**config.mk**
```make
export PLATFORM = sky130hd
export DESIGN_NAME = wb_stage
export DESIGN_NICKNAME = d
export VERILOG_FILES = /design/src/rtl/wb_stage.sv
export SDC_FILE = /design/constraint.sdc
export NUM_CORES = 1
export LEC_CHECK = 0
export ABC_CLOCK_PERIOD_IN_PS = 2500
export BUFFER_PORTS_ARGS = -buffer_cell sky130_fd_sc_hd__buf_2
export CORE_AREA = 2 2 190 192
export CTS_BUF_LIST = sky130_fd_sc_hd__clkbuf_4 sky130_fd_sc_hd__clkbuf_8
export DETAILED_ROUTE_END_ITERATION = 10
export DIE_AREA = 0 0 192 194
export GPL_ROUTABILITY_DRIVEN = 1
export PLACE_DENSITY_LB_ADDON = 0.15
export SETUP_SLACK_MARGIN = 0.15
export SYNTH_ARGS = -nofsm -noshare
export SYNTH_HDL_FRONTEND = slang
export SYNTH_SLANG_ARGS = --single-unit
```
**constraint.sdc**
```tcl
create_clock -name clk -period 2.5 [get_ports clk]
set_input_delay 0.375 -clock clk [delete_from_list [all_inputs] [get_ports clk]]
set_output_delay 0.375 -clock clk [all_outputs]
set_load 0.02 [all_outputs]
```
**src/rtl/wb_stage.sv**
```systemverilog
// Write-back stage: commits RF/CSR writes, raises exception/ertn flush pulses, drives trace and forwarding.
// Optional performance counters are enabled by defining WB_PERF_CNT_EN.
module wb_stage #(
  parameter int          BUS_W  = 188,
  parameter logic [31:0] RST_PC = 32'h1c000000
) (
  input  logic             clk,
  input  logic             resetn,
  input  logic             MEM_to_WB_valid,
  output logic             WB_allow_in,
  input  logic [BUS_W-1:0] MEM_to_WB_bus,
  output logic             rf_we,
  output logic [4:0]       rf_waddr,
  output logic [31:0]      rf_wdata,
  output logic [37:0]      WB_wr_bus,
  output logic             csr_we,
  output logic [13:0]      csr_num,
  output logic [31:0]      csr_wmask,
  output logic [31:0]      csr_wvalue,
  output logic             wb_ex,
  output logic [5:0]       wb_ecode,
  output logic [31:0]      wb_pc,
  output logic [31:0]      wb_vaddr,
  output logic             ertn_flush,
  output logic [31:0]      debug_wb_pc,
  output logic [3:0]       debug_wb_rf_we,
  output logic [4:0]       debug_wb_rf_wnum,
  output logic [31:0]      debug_wb_rf_wdata
`ifdef WB_PERF_CNT_EN
  ,
  output logic [31:0]      perf_commit_cnt,
  output logic [31:0]      perf_ex_cnt
`endif
);

  localparam logic [0:0] S_RUN   = 1'b0;
  localparam logic [0:0] S_FLUSH = 1'b1;

  localparam logic [5:0] EC_ADEF = 6'h08;
  localparam logic [5:0] EC_SYS  = 6'h0B;
  localparam logic [5:0] EC_ALE  = 6'h09;
  localparam logic [5:0] EC_BRK  = 6'h0C;
  localparam logic [5:0] EC_INE  = 6'h0D;
  localparam logic [5:0] EC_INT  = 6'h00;

  // Bus layout is fixed at 188 bits; the instruction word itself is not needed here.
  logic        w_bus_csr_we;
  logic [13:0] w_bus_csr_num;
  logic [31:0] w_bus_csr_wmask;
  logic [31:0] w_bus_csr_wvalue;
  logic        w_bus_inst_ertn;
  logic [5:0]  w_bus_ex_type;
  logic [31:0] w_bus_result;
  logic        w_bus_gr_we;
  logic [4:0]  w_bus_dest;
  logic [31:0] w_bus_pc;
  logic [31:0] w_unused_inst;

  assign w_bus_csr_we     = MEM_to_WB_bus[187];
  assign w_bus_csr_num    = MEM_to_WB_bus[186:173];
  assign w_bus_csr_wmask  = MEM_to_WB_bus[172:141];
  assign w_bus_csr_wvalue = MEM_to_WB_bus[140:109];
  assign w_bus_inst_ertn  = MEM_to_WB_bus[108];
  assign w_bus_ex_type    = MEM_to_WB_bus[107:102];
  assign w_bus_result     = MEM_to_WB_bus[101:70];
  assign w_bus_gr_we      = MEM_to_WB_bus[69];
  assign w_bus_dest       = MEM_to_WB_bus[68:64];
  assign w_bus_pc         = MEM_to_WB_bus[63:32];
  assign w_unused_inst    = MEM_to_WB_bus[31:0];

  logic [0:0]  r_state;
  logic        r_valid;
  logic        r_csr_we;
  logic [13:0] r_csr_num;
  logic [31:0] r_csr_wmask;
  logic [31:0] r_csr_wvalue;
  logic        r_inst_ertn;
  logic [5:0]  r_ex_type;
  logic [31:0] r_result;
  logic        r_gr_we;
  logic [4:0]  r_dest;
  logic [31:0] r_pc;

  logic        w_ex;
  logic        w_ertn;
  logic        w_rf_we;
  logic        w_load;
  logic [5:0]  w_ecode;
  logic [31:0] w_vaddr;

  assign WB_allow_in = (r_state == S_RUN);
  assign w_load      = MEM_to_WB_valid & WB_allow_in;
  assign w_ex        = r_valid & (|r_ex_type);
  assign w_ertn      = r_valid & r_inst_ertn & ~(|r_ex_type);
  assign w_rf_we     = r_valid & r_gr_we & ~w_ex;

  // Highest-priority cause wins: INT > ADEF > INE > SYS > BRK > ALE.
  always_comb begin
    w_ecode = EC_INT;
    w_vaddr = 32'h0;
    if (r_ex_type[5]) begin
      w_ecode = EC_INT;
    end else if (r_ex_type[0]) begin
      w_ecode = EC_ADEF;
      w_vaddr = r_pc;
    end else if (r_ex_type[4]) begin
      w_ecode = EC_INE;
    end else if (r_ex_type[1]) begin
      w_ecode = EC_SYS;
    end else if (r_ex_type[3]) begin
      w_ecode = EC_BRK;
    end else if (r_ex_type[2]) begin
      w_ecode = EC_ALE;
      w_vaddr = r_result;
    end
  end

  // One dead cycle after any flush so nothing younger commits behind it.
  always_ff @(posedge clk or negedge resetn) begin
    if (!resetn) begin
      r_state <= S_RUN;
    end else begin
      case (r_state)
        S_RUN:   if (w_ex | w_ertn) r_state <= S_FLUSH;
        S_FLUSH: r_state <= S_RUN;
        default: r_state <= S_RUN;
      endcase
    end
  end

  always_ff @(posedge clk or negedge resetn) begin
    if (!resetn) begin
      r_valid <= 1'b0;
    end else if (WB_allow_in) begin
      r_valid <= MEM_to_WB_valid;
    end else begin
      r_valid <= 1'b0;
    end
  end

  always_ff @(posedge clk or negedge resetn) begin
    if (!resetn) begin
      r_csr_we     <= 1'b0;
      r_csr_num    <= 14'h0;
      r_csr_wmask  <= 32'h0;
      r_csr_wvalue <= 32'h0;
      r_inst_ertn  <= 1'b0;
      r_ex_type    <= 6'h0;
      r_result     <= 32'h0;
      r_gr_we      <= 1'b0;
      r_dest       <= 5'h0;
      r_pc         <= RST_PC;
    end else if (w_load) begin
      r_csr_we     <= w_bus_csr_we;
      r_csr_num    <= w_bus_csr_num;
      r_csr_wmask  <= w_bus_csr_wmask;
      r_csr_wvalue <= w_bus_csr_wvalue;
      r_inst_ertn  <= w_bus_inst_ertn;
      r_ex_type    <= w_bus_ex_type;
      r_result     <= w_bus_result;
      r_gr_we      <= w_bus_gr_we;
      r_dest       <= w_bus_dest;
      r_pc         <= w_bus_pc;
    end
  end

  assign rf_we      = w_rf_we;
  assign rf_waddr   = r_dest;
  assign rf_wdata   = r_result;
  assign WB_wr_bus  = {w_rf_we, r_dest, r_result};

  assign csr_we     = r_valid & r_csr_we & ~w_ex;
  assign csr_num    = r_csr_num;
  assign csr_wmask  = r_csr_wmask;
  assign csr_wvalue = r_csr_wvalue;

  assign wb_ex      = w_ex;
  assign wb_ecode   = w_ecode;
  assign wb_pc      = r_pc;
  assign wb_vaddr   = w_vaddr;
  assign ertn_flush = w_ertn;

  assign debug_wb_pc       = r_pc;
  assign debug_wb_rf_we    = {4{w_rf_we}};
  assign debug_wb_rf_wnum  = r_dest;
  assign debug_wb_rf_wdata = r_result;

`ifdef WB_PERF_CNT_EN
  logic [31:0] r_perf_commit_cnt;
  logic [31:0] r_perf_ex_cnt;

  // Both counters wrap naturally at 32 bits.
  always_ff @(posedge clk or negedge resetn) begin
    if (!resetn) begin
      r_perf_commit_cnt <= 32'h0;
      r_perf_ex_cnt     <= 32'h0;
    end else begin
      if (r_valid & ~w_ex) r_perf_commit_cnt <= r_perf_commit_cnt + 32'd1;
      if (w_ex)            r_perf_ex_cnt     <= r_perf_ex_cnt + 32'd1;
    end
  end

  assign perf_commit_cnt = r_perf_commit_cnt;
  assign perf_ex_cnt     = r_perf_ex_cnt;
`endif

endmodule
```
==> impl_metrics.csv <==
group,metric,value,unit
outcome,status,"finished clean",
setup_path,cpMaxStageDelayCell,"dfrtp_2",
pwr,power_density,849.6,mW/mm^2
logic_synthesis,synth_ff_type,"dfrtp_1",
setup_path,path_cells,"nor4_4 > buf_6 > clkbuf_16 > a32o_1 > buf_4",
cells_and_area,final_nets,1058,
grt,overflow,0,
logic_synthesis,synth_warnings,0,
floorplan,num_rows,69,
clock_network,clkLatencyLatePin,0.47,ns
cells_and_area,fin_area,0.01033,sq mm
sta,report.final.hold_viol_count,0,
grt,grt_pass1_wl,34.18,mm
logic_synthesis,synthDistinctLibCells,22,
placed_design,dpl.hpwl,16.69,mm
logic_synthesis,synth_cells,511,
logic_synthesis,synth_area_leaders,"dfrtp_1, mux2_4, buf_4",
sta,fmax,436.5,MHz
clock_network,cts_buffer_depth,2,
cells_and_area,drive_above_1_share,0.7739,
logic_synthesis,synth_top_cell_by_area,"dfrtp_1",
logic_synthesis,synth_common_cells,"dfrtp_1, buf_4, mux2_4",
setup_path,rr_worst_depth,3,
floorplan,die_x,192,microns
min_path,min_path_cells,2,
logic_synthesis,seq_area_frac_synth,0.5129,
grt,grtUsageTotal,0.1234,
floorplan,initial_utilization,0.2191,
cells_and_area,syn_to_final_growth,33.92,%
logic_synthesis,ys_ff_latch,158,
setup_path,start_kind,"flop",
min_path,hp-class,"in -> reg",
clock_network,clk_pin_slew_worst_paths,0.10,ns
sta,rsz0062_at_grt,"yes",
sta,tns,0,ns
detailed_routing,drc_errors,0,
clock_network,root_buffer,"clkbuf_8",
detailed_routing,vias,5346,
logic_synthesis,synth_area,0.007716,sq mm
placed_design,gp_congestion,0.6805,
setup_path,endpoint_kind,"primary output",
clock_network,clock-sinks,158,
placed_design,post_dp_cell_area,0.009647,sq mm
detailed_routing,drtAntennaViolNets,0,
floorplan,die_h,194,microns
detailed_routing,drt_wl_total,23.58,mm
detailed_routing,wl_per_cell,17.56,microns
setup_path,critPathKind,"reg -> out",
placed_design,port_buffers,457,
logic_synthesis,synth_edf_count,0,
sta,worst-slew-pin-transition,0.6334,ns
setup_path,worst_ep_arrival_time,1.92,ns
grt,grt_max_degree,85,
flow_run,drv_cap,0,
clock_network,numCtsBuffers,17,
floorplan,core_region_area,0.03522,sq mm
sta,slew_violations,0,
setup_path,crit_fanout,8,
logic_synthesis,syn_area_per_cell,15.10,sq um
setup_path,cp.required,2.12,ns
clock_network,h-tree-depth,4,
grt,antenna_found_initial,3,
grt,grt_pass1_vias,5432,
logic_synthesis,synth.most_common_cell,"dfrtp_1",
sta,setup_viol,0,
logic_synthesis,ys_async_sr_fraction,1.000,
floorplan,num_io_pins,492,
setup_path,worst_path_largest_cell_delay,0.44,ns
detailed_routing,drtIter0Drc,144,
pwr,peakVddDrop,0.4948,mV
detailed_routing,firstDrtPassIters,4,
clock_network,cts_tree,"yes",
floorplan,dieArea,0.03725,sq mm
pwr,p_leak,0.005243,uW
sta,post-route-period-util,0.9164,
sta,slew_headroom,0.5777,
sta,fin_worst_skew,0.01366,ns
sta,min_period,2.291,ns
logic_synthesis,netlist.area_leader.share,0.5027,
detailed_routing,routed_via_density,3.981,
[critical path: cells and delay by family (launching register included)]
family,cells,cell delay (ns)
DFF,1,0.44
AOI/OAI and AO/OA,1,0.17
and+or+nand+nor,1,0.27
buffers and inverters,3,0.55
[cells by family after synthesis]
kind of cell | synth area share
simple gates | 0.01346
compound gates | 0.04589
flops | 0.5129
other cells | 0.0004860
buf+inv | 0.1500
mux | 0.2773
[metal layers]
metal | routed length, microns | global-route usage | vias to the layer above
met2 | 11740 | 0.2117 | 267
met1 | 9343 | 0.1378 | 2645
met4 | 349 | 0.03902 | 2
met5 | 13 | 0 | -
met3 | 2133 | 0.05176 | 19
li1 | - | - | 2413
[power by group]
| group | internal, uW | total, uW | switching [uW] |
|---|---|---|---|
| combinational | 1380 | 3210 | 1830 |
| sequential | 3000 | 3420 | 421 |
| clock | 1020 | 2150 | 1130 |
| total | 5410 | 8780 | 3370 |
[final timing paths]
path / slack (ns) / start / endpoint
max in group asynchronous: 1.37 / resetn / csr_wmask[12]
hold / removal: 0.12 / MEM_to_WB_bus[186] / csr_num[13]
setup reg to reg: 0.82 / r_state / debug_wb_rf_wdata[16]
setup / recovery: 0.21 / r_ex_type[4] / wb_vaddr[24]
hold reg to reg: 0.51 / csr_wvalue[28] / csr_wvalue[28]
min in group asynchronous: 0.45 / resetn / debug_wb_rf_wdata[8]
[layout by cell type (no fill, tap or decap), drive strengths merged]
master       count
a21boi           1
a21oi            2
a32o            32
and4             3
buf            476
bufinv           3
clkbuf          18
clkinv           3
conb             2
dfrtp          155
dfstp            3
diode            2
dlygate4sd3      1
inv             11
mux2           156
nand2b           1
nor2             2
nor2b            6
nor3             1
nor4             1
nor4b            1
o21a             1
o31a             1
[state kept, by name, indices dropped and copies added, names as in the netlist]
signal	cells
debug_wb_rf_wnum	5
r_ex_type	6
r_state	1
csr_wmask	32
r_csr_we	1
r_valid	1
csr_num	14
r_inst_ertn	1
debug_wb_pc	32
debug_wb_rf_wdata	32
r_gr_we	1
csr_wvalue	32
[per-stage QoR]
stage                 util  hold slack (ns)  std cells  total power [uW]  worst slack [ns]
floorplan                -          0.07941        512              5790            0.6690
global placement    0.2739           0.4165       1302              6624            0.4404
detailed placement  0.2739           0.4068       1302              6616            0.4211
CTS                 0.2885          0.04878       1340              8900            0.1394
global route        0.2934          0.04325       1343              9305            0.1061
finish              0.2934           0.1156       1343              8780            0.2090
[cell type report]
type / count / area (sq um)
antenna: 2 / 5.005
clock buffer: 17 / 234.0
clock inverter: 15 / 192.7
fill: 3696 / 24890
inverter: 2 / 7.507
multi-input combinational: 210 / 2646
sequential: 158 / 3961
tap: 461 / 576.8
timing repair buffer: 478 / 2710
[repair_timing]
item / CTS / global route
setup endpoints to repair: 42 / 39
cloned: 1 / 1
hold buffers: 1 / 0
setup buffers: 4 / 0
resized for setup: 10 / 51
pin swaps: 1 / 1
hold endpoints to repair: 48 / 0
(Power assumes the default switching activity.)
